$ cat src/rtl/cfu_rsp_buffer.sv
// Credit-based command/response adapter between the CPU CFU port and a fixed-latency,
// non-stallable CFU core; core results are parked in a small FIFO until the CPU takes them.
module cfu_rsp_buffer #(
    parameter int DEPTH   = 4,
    parameter int LATENCY = 1
) (
    input  logic        clk,
    input  logic        reset,
    input  logic        cmd_valid,
    output logic        cmd_ready,
    input  logic [9:0]  cmd_payload_function_id,
    input  logic [31:0] cmd_payload_inputs_0,
    input  logic [31:0] cmd_payload_inputs_1,
    output logic        rsp_valid,
    input  logic        rsp_ready,
    output logic [31:0] rsp_payload_outputs_0,
    output logic        core_cmd_valid,
    output logic [9:0]  core_cmd_payload_function_id,
    output logic [31:0] core_cmd_payload_inputs_0,
    output logic [31:0] core_cmd_payload_inputs_1,
    input  logic        core_rsp_valid,
    input  logic [31:0] core_rsp_payload_outputs_0,
    output logic        err_sticky
);

    localparam int AW = $clog2(DEPTH);
    localparam int unsigned LAT_U = LATENCY;
    localparam logic [AW:0] DEPTH_L = (AW + 1)'(DEPTH);

    logic [AW:0]        count;
    logic [AW:0]        wr_ptr;
    logic [AW:0]        rd_ptr;
    logic [LATENCY-1:0] track;
    logic [31:0]        mem [DEPTH];
    logic               accept;
    logic               pop;
    logic               wr_req;
    logic               wr_en;
    logic               empty;
    logic               full;
    logic               err_q;

    // Ready depends only on registered credits; reset gating keeps it low while held in reset.
    assign cmd_ready = reset & (count < DEPTH_L);
    assign accept    = cmd_valid & cmd_ready;

    assign core_cmd_valid               = accept;
    assign core_cmd_payload_function_id = cmd_payload_function_id;
    assign core_cmd_payload_inputs_0    = cmd_payload_inputs_0;
    assign core_cmd_payload_inputs_1    = cmd_payload_inputs_1;

    assign empty = (wr_ptr == rd_ptr);
    assign full  = (wr_ptr[AW] != rd_ptr[AW]) && (wr_ptr[AW-1:0] == rd_ptr[AW-1:0]);

    assign rsp_valid             = ~empty;
    assign pop                   = rsp_valid & rsp_ready;
    assign rsp_payload_outputs_0 = mem[rd_ptr[AW-1:0]];

    assign wr_req     = track[LATENCY-1];
    assign wr_en      = wr_req & ~full;
    assign err_sticky = err_q;

    always_ff @(posedge clk or negedge reset) begin
        if (!reset) begin
            count  <= '0;
            wr_ptr <= '0;
            rd_ptr <= '0;
            track  <= '0;
            err_q  <= 1'b0;
        end else begin
            case ({accept, pop})
                2'b10:   count <= count + 1'b1;
                2'b01:   count <= count - 1'b1;
                default: count <= count;
            endcase
            track[0] <= accept;
            for (int unsigned i = 1; i < LAT_U; i++) begin
                track[i] <= track[i-1];
            end
            if (wr_en) begin
                wr_ptr <= wr_ptr + 1'b1;
            end
            if (pop) begin
                rd_ptr <= rd_ptr + 1'b1;
            end
            // A write into a full FIFO means the credit invariant broke; drop it and flag.
            if ((core_rsp_valid != wr_req) || (wr_req && full)) begin
                err_q <= 1'b1;
            end
        end
    end

    always_ff @(posedge clk) begin
        if (wr_en) begin
            mem[wr_ptr[AW-1:0]] <= core_rsp_payload_outputs_0;
        end
    end

endmodule

$ cat config.mk
export PLATFORM = sky130hd
export DESIGN_NAME = cfu_rsp_buffer
export DESIGN_NICKNAME = d
export VERILOG_FILES = /design/src/rtl/cfu_rsp_buffer.sv
export SDC_FILE = /design/constraint.sdc
export NUM_CORES = 1
export LEC_CHECK = 0
export CAP_MARGIN = 20
export CORE_MARGIN = 3
export CORE_UTILIZATION = 24
export CTS_CLUSTER_DIAMETER = 120
export DETAILED_ROUTE_END_ITERATION = 8
export MAX_ROUTING_LAYER = met4
export SYNTH_ARGS = -nofsm -noshare
export SYNTH_HDL_FRONTEND = slang
export SYNTH_SLANG_ARGS = --single-unit
$ cat constraint.sdc
create_clock -name clk -period 2 [get_ports clk]
set_clock_uncertainty 0.15 [all_clocks]
set_input_delay 0.4 -clock clk [delete_from_list [all_inputs] [get_ports clk]]
set_output_delay 0.4 -clock clk [all_outputs]
set_load 0.005 [all_outputs]
==> key figures, run 1 <==
Final layout
  – Number of antenna diodes: 0
  – Share of the core filled with cells in the final layout: between 30% and 40%
  – Fraction of final layout cells sized beyond drive strength 1: 47.3%
  – Design Area, Final: 0.00802 sq mm
  – Area Growth Syn to Fin: 36.0%
  – Final nets: about 500

Synthesis
  – Post-synthesis area per instance: 19.5 sq um
  – Seq cells post-synth: 139
  – Area share of the largest cell type after synthesis: around two thirds
  – Post-synthesis sequential area ratio: 69.9%
  – Synth top area cells: sky130_fd_sc_hd__edfxtp_1, sky130_fd_sc_hd__mux4_2, sky130_fd_sc_hd__buf_4
  – Synthesized netlist cell count: 302
  – Count of warnings emitted by yosys: 0
  – Synthesized area: 0.00589 sq mm
  – Count of different cell masters after synthesis: 27
  – Cell type with the highest aggregate area in the netlist: sky130_fd_sc_hd__edfxtp_1
  – Post-synthesis net count: 420

CTS
  – Depth of the CTS H-tree: 4
  – Num CTS Buffers: 17
  – Clock Sinks: approximately 140
  – Count of hold-fix buffers inserted at cts: 0
  – Clock latency on the worst-skew pair: 0.41 ns
  – TritonCTS clock tree: yes
  – Buffer levels on the longest clock path: 2
  – Root buf cell: sky130_fd_sc_hd__clkbuf_16
  – Clock-pin transition on the worst setup and hold timing paths: 0.07 ns

STA
  – Worst slack on hold paths: 0.183 ns
  – Max-slew violations: 0
  – Final setup violating endpoints: 166
  – Final cycle utilization of the critical path: 118%
  – Worst max-slew margin expressed relative to the limit: between 70% and 80%
  – Setup TNS after final layout: -27.87 ns
  – Upper clock frequency limit: approximately 430 MHz
  – Hold violation count in the final report: 0
  – Minimum clock period: between 2 and 2.5 ns
  – Slew at the pin closest to its max-slew limit: 0.341 ns
  – Worst path setup slack after routing: -0.352 ns
  – Setup repair after global routing missed its margin: true

Critical path
  – Crit path largest cell delay: 0.51 ns
  – Category of the critical setup timing path: reg2out
  – Kind of end point of the critical path: primary output
  – Startpoint Class: flip-flop
  – Worst path arrival time: 1.80 ns
  – CP max stage cell: sky130_fd_sc_hd__mux4_2
  – Critical Path Fanout Max: 5
  – Series of cell instances along the critical path: buf_6, buf_12, mux4_2, buf_2
  – WP data required: 1.45 ns

Global route
  – Maximum number of pins on one net before global-route repair: 17
  – Global-route wire length before repair: 22,900 um
  – Number of global-route vias before repair: 3,286
  – All-layer global routing usage: 13.0%
  – Initial antenna violation count: 0
  – Remaining Overflow, GRT: 0

Floorplan
  – Die boundary height: 163 um
  – Starting Density: 24.7%
  – Core Region: 0.0238 sq mm
  – Die footprint: 0.0265 sq mm
  – # IOs: 221
  – Chip Width: between 150 and 200 um
  – Count of standard-cell rows: 56

Drt
  – Vias per cell: 4.17
  – Total iterations of the first detailed-routing run: 4
  – Average routed wire per standard cell: 23.4 um
  – Routed wire length: between 15,000 and 20,000 um
  – Drt initial violations: 204
  – Vias post-DR: 2,968
  – Post-route DRC violation count: 0
  – Count of nets left with antenna violations after detail routing: 0

Power
  – Leakage component of the power: 2.81 nW
  – Total power draw: ~11 mW
  – Power dissipated by switching net loads: 3.45 mW
  – Switching share of power: 30.1%
  – Internal power component: 8.02 mW
  – Part of the power in registers: 32.4%
  – Combinational power share: approximately two fifths
  – Worst voltage drop across the vdd grid: 0.797 mV
  – Power Density: 1430 mW/mm^2
  – Relative contribution of the clock network to total power: 27.2%

Status
  – Outcome: finished with violations
  – Violations in the final reports: setup timing

Placed design
  – Quantity of I/O buffers inserted on ports: 72
  – Half-perimeter wire length after placement: 9710 um
  – RePlAce Congestion: 0.740
  – Cell area after placement: 0.00670 sq mm

Flow run
  – Max Cap Viol: 0

Worst hold path
  – Worst hold path class: in2async
routing by layer:
| metal | routed length (um) | GRT usage, % | vias to the layer above | part of all wire, % |
|---|---|---|---|---|
| met5 | 0 | - | - | 0 |
| met4 | 899 | 8.11 | 0 | 5.4 |
| met3 | 900 | 2.77 | 73 | 5.4 |
| met2 | 9500 | 23.6 | 110 | 57 |
| met1 | 5370 | 12.4 | 1516 | 32 |
| li1 | - | - | 1269 | - |
power by group through the flow:
stage	Sequential [mW]	Combinational, mW	Clock, mW
after global routing	3.74	4.95	3.34
after detailed placement	3.77	3.63	0
final	3.71	4.63	3.12
after floorplan	3.74	1.94	0
after global placement	3.75	3.59	0
after CTS	3.71	4.74	3.18
state kept, by name, summed over array words and instances (netlist names):
name	flops
mem	128
count	3
rd_ptr	3
wr_ptr	3
err_sticky	1
track	1
through the flow:
stage                     cells  setup slack (ns)
after floorplan             302            -0.122
after global placement      635            -0.280
after detailed placement    635            -0.385
after CTS                   710            -0.457
after global routing        712            -0.422
final                       712            -0.352
critical path: cells and delay by family (launching register included):
| family | cells | cell delay (ns) |
|---|---|---|
| buf+inv | 3 | 0.43 |
| flops | 1 | 0.45 |
| mux | 1 | 0.51 |
kinds of logic after synthesis:
group                    after synthesis  synth area share [%]
multiplexers                          36                  13.1
buffers and inverters                 90                  10.8
XOR/XNOR                              12                  2.23
AO/OA/AOI/OAI                          6                  1.34
flip-flops                           139                  69.9
adder cells (fa/ha/maj)                7                  1.61
AND/OR/NAND/NOR                       12                 0.998
layout by cell type (no fill, tap or decap), types with 9 or more instances in the layout:
cell type / synthesis / layout
sky130_fd_sc_hd__buf_16: 0 / 13
sky130_fd_sc_hd__buf_6: 2 / 26
sky130_fd_sc_hd__buf_2: 3 / 16
sky130_fd_sc_hd__buf_12: 0 / 10
sky130_fd_sc_hd__clkbuf_2: 0 / 10
sky130_fd_sc_hd__dfrtp_1: 11 / 9
sky130_fd_sc_hd__edfxtp_1: 128 / 128
sky130_fd_sc_hd__clkbuf_16: 0 / 17
sky130_fd_sc_hd__mux4_2: 32 / 32
sky130_fd_sc_hd__clkdlybuf4s50_1: 0 / 37
sky130_fd_sc_hd__buf_4: 75 / 22
worst paths after layout:
path	cells after the start	slack (ns)	to	startpoint
worst min register to register	1	0.33	count[0]	count[0]
min in group clk	1	0.33	count[0]	count[0]
worst min-delay path	2	0.18	err_sticky	reset
max in group asynchronous	2	1.33	rd_ptr[0]	reset
worst max-delay path	4	-0.35	rsp_payload_outputs_0[0]	rd_ptr[0]
worst max register to register	11	-0.29	count[2]	rd_ptr[1]
synthesized netlist by cell type:
library cell / number
sky130_fd_sc_hd__fa_1: 1
sky130_fd_sc_hd__edfxtp_1: 128
sky130_fd_sc_hd__nor2b_1: 1
sky130_fd_sc_hd__buf_4: 75
sky130_fd_sc_hd__o31ai_4: 2
sky130_fd_sc_hd__nor2_1: 2
sky130_fd_sc_hd__xor2_4: 1
sky130_fd_sc_hd__mux2i_1: 2
sky130_fd_sc_hd__a21oi_1: 1
sky130_fd_sc_hd__a31oi_1: 1
sky130_fd_sc_hd__xnor2_1: 7
sky130_fd_sc_hd__o311ai_2: 1
sky130_fd_sc_hd__nand2_1: 3
sky130_fd_sc_hd__nor3_1: 1
sky130_fd_sc_hd__xor2_1: 3
sky130_fd_sc_hd__clkbuf_1: 2
sky130_fd_sc_hd__mux4_2: 32
sky130_fd_sc_hd__and3_1: 3
sky130_fd_sc_hd__mux2_4: 2
sky130_fd_sc_hd__buf_6: 2
sky130_fd_sc_hd__dfrtp_1: 11
sky130_fd_sc_hd__buf_2: 3
sky130_fd_sc_hd__o311ai_0: 1
sky130_fd_sc_hd__inv_1: 8
sky130_fd_sc_hd__xor2_2: 1
sky130_fd_sc_hd__nand3_1: 2
sky130_fd_sc_hd__ha_1: 6
layout make-up:
type / instances / area, sq um
fillers: 2276 / 15800
flip-flops and latches: 139 / 4120
repair buffers: 141 / 1620
multi-input cells: 73 / 1240
clock buffers: 17 / 425
well taps: 319 / 399
clock inverters: 15 / 175
inverters: 8 / 30.0
timing repair:
item                                    in CTS  in global routing
resized for setup                          160                 31
gates cloned                                16                  0
pin swaps                                    8                  3
setup buffers                               28                  6
endpoints found under the setup margin     165                166
No activity file was read; power rests on OpenSTA's default activity.
==> run 2: changes to the inputs <==
Settings changed: PLACE_DENSITY set to 0.5.
==> key figures, run 2 (synthesis gave the netlist of run 1 again) <==
Status
  – Outcome: finished with violations
  – Violations in the final reports: setup timing

STA
  – Worst path setup slack after routing: -0.345 ns (+0.00684 ns)
  – Hold violation count in the final report: 0 (unchanged)
  – Worst max-slew margin expressed relative to the limit: 73.9% (-3.4 points)
  – Upper clock frequency limit: 426 MHz (+0.29%)
  – Setup TNS after final layout: -29.04 ns (-1.17 ns)
  – Final setup violating endpoints: 165 (-0.60%)
  – Setup repair after global routing missed its margin: true
  – Minimum clock period: 2.35 ns (-0.00684 ns)
  – Worst slack on hold paths: 0.271 ns (+0.0877 ns)
  – Max-slew violations: 0 (unchanged)
  – Slew at the pin closest to its max-slew limit: 0.392 ns (+0.0508 ns)
  – Final cycle utilization of the critical path: 117% (-0.34 points)

Final layout
  – Share of the core filled with cells in the final layout: 33.4% (-0.27 points)
  – Commonest non-fill, non-tap cell in the layout: sky130_fd_sc_hd__edfxtp_1
  – Number of cells in the finished layout apart from fillers: 709 (-0.42%)
  – Fraction of final layout cells sized beyond drive strength 1: 47.7% (+0.36 points)
  – Max FFs per register: 128 (unchanged)
  – Most used cells in the layout excluding fill and tap cells: sky130_fd_sc_hd__edfxtp_1, sky130_fd_sc_hd__clkdlybuf4s50_1, sky130_fd_sc_hd__mux4_2
  – Area Growth Syn to Fin: 34.9%
  – Number of antenna diodes: 0 (unchanged)
  – Total of fill cells in the finished design: 2,305 (+1.3%)
  – Final nets: 495 (-0.60%)

CTS
  – Depth of the CTS H-tree: 4 (unchanged)
  – Buffer levels on the longest clock path: 2 (unchanged)
  – Root buf cell: sky130_fd_sc_hd__clkbuf_16
  – Clock Sinks: 139 (unchanged)
  – TritonCTS clock tree: yes
  – Num CTS Buffers: 17 (unchanged)
  – Clock-pin transition on the worst setup and hold timing paths: 0.06 ns (about the same)
  – Clock latency on the worst-skew pair: 0.41 ns (about the same)

Drt
  – Amount of wire on met2 after detailed routing: 9490 um (-0.12%)
  – Vias post-DR: 2,912 (-1.9%)
  – Count of nets left with antenna violations after detail routing: 0 (unchanged)
  – Routed wire length: 16,400 um (-1.8%)
  – Total met3 wirelength after detailed routing: 820 um (-8.9%)
  – M1 wire length: 5480 um (+2.0%)
  – Drt initial violations: 129 (-37%)
  – Top routing layer in use: met4
  – Vias per cell: 4.11 (-1.5%)
  – Post-route DRC violation count: 0 (unchanged)
  – Total iterations of the first detailed-routing run: 4 (unchanged)
  – Average routed wire per standard cell: 23.1 um (-1.3%)

Critical path
  – Kind of end point of the critical path: primary output
  – Worst path arrival time: 1.80 ns (about the same)
  – Startpoint Class: flip-flop
  – Critical Path Fanout Max: 6 (+1)
  – Category of the critical setup timing path: reg2out
  – WP data required: 1.45 ns (about the same)

Global route
  – All-layer global routing usage: 12.7% (-0.23 points)
  – Maximum number of pins on one net before global-route repair: 21 (+4)
  – Number of global-route vias before repair: 3,161 (-3.8%)
  – Initial antenna violation count: 0 (unchanged)
  – Remaining Overflow, GRT: 0 (unchanged)
  – Global-route wire length before repair: 22,600 um (-0.99%)

Floorplan
  – Chip Width: 163 um (unchanged)
  – Die boundary height: 163 um (unchanged)
  – Die footprint: 0.0265 sq mm (unchanged)
  – # IOs: 221 (unchanged)
  – Count of standard-cell rows: 56 (unchanged)
  – Starting Density: 24.7% (unchanged)
  – Core Region: 0.0238 sq mm (unchanged)

Placed design
  – Quantity of I/O buffers inserted on ports: 72 (unchanged)
  – RePlAce Congestion: 0.688 (-7.0%)
  – Post-placement cell count: 637 (+0.31%)
  – Half-perimeter wire length after placement: 10,400 um (+6.7%)

Flow run
  – Max Cap Viol: 0 (unchanged)

Power
  – Total power draw: 11.0 mW (-4.4%)
  – Leakage component of the power: 2.77 nW (-1.2%)
  – Worst voltage drop across the vdd grid: 0.599 mV (-25%)
  – Power Density: 1380 mW/mm^2 (-3.6%)

Worst hold path
  – Worst hold path class: in2reg
-- run 2: changes by cell type in the layout (fill, tap and decap cells not counted), moves of 5 or more --
cell and delta:
sky130_fd_sc_hd__clkbuf_16 +5, sky130_fd_sc_hd__buf_6 -8, sky130_fd_sc_hd__clkbuf_2 -10, sky130_fd_sc_hd__buf_2 +14, sky130_fd_sc_hd__buf_16 -7, sky130_fd_sc_hd__buf_12 +9
-- run 2: critical path, cell delays in order, from the launching register on --
cell	delay, ns
sky130_fd_sc_hd__dfrtp_2	0.47
sky130_fd_sc_hd__buf_12	0.16
sky130_fd_sc_hd__buf_6	0.11
sky130_fd_sc_hd__mux4_2	0.50
sky130_fd_sc_hd__buf_2	0.15
-- run 2: per-layer routing --
layer / vias to the layer above / global-route usage [%]
met5: - / -
met2: 104 / 23.7
met3: 65 / 3.33
met1: 1494 / 12.2
met4: 0 / 5.84
li1: 1249 / -
-- run 2: area by class of cell --
| cell class | count | area [sq um] | share of cell area [%] |
|---|---|---|---|
| clock inverter | 15 | 131 | 1.65 |
| inverter | 8 | 32.5 | 0.409 |
| tap | 319 | 399 | 5.02 |
| multi-input combinational | 73 | 1260 | 15.8 |
| sequential | 139 | 4120 | 51.8 |
| clock buffer | 17 | 425 | 5.35 |
| timing repair buffer | 138 | 1580 | 19.9 |
-- run 2: worst paths after layout --
check                      startpoint                        end  slack, ns  cells past startpoint
min in group asynchronous       reset                   count[2]       0.35                      3
hold reg to reg              count[0]                   count[0]       0.34                      1
setup / recovery            rd_ptr[0]  rsp_payload_outputs_0[20]      -0.35                      4
max in group asynchronous       reset                  rd_ptr[1]       1.17                      3
setup reg to reg            rd_ptr[0]                   count[2]      -0.27                     11
hold / removal                  reset                      track       0.27                      4
-- run 2: power by group --
part / switching, mW / leakage, nW / internal [mW]
Sequential: 0.176 / 1.28 / 3.54
Combinational: 1.85 / 1.22 / 2.50
Clock: 1.27 / 0.272 / 1.63
-- run 2: repair_timing --
| action | 4_1_cts | 5_1_grt |
|---|---|---|
| cloned | 11 | 5 |
| resized for setup | 173 | 27 |
| hold buffers | 0 | 1 |
| endpoints found under the hold margin | 0 | 11 |
| buffers inserted | 27 | 8 |
| setup endpoints to repair | 161 | 161 |
| pin swaps | 6 | 8 |
-- run 2: metrics by stage --
step | worst slack [ns] | cell area [sq um]
6_report | -0.345 | 7950
3_5_place_dp | -0.368 | 6750
3_3_place_gp | -0.287 | 6750
5_1_grt | -0.421 | 7950
2_1_floorplan | -0.122 | 5910
4_1_cts | -0.405 | 7850
==> run 3: changes to the inputs <==
Settings changed: GPL_ROUTABILITY_DRIVEN set to 0.
==> results of run 3 <==
Final layout, timing and power as in run 2 (identical DEF).
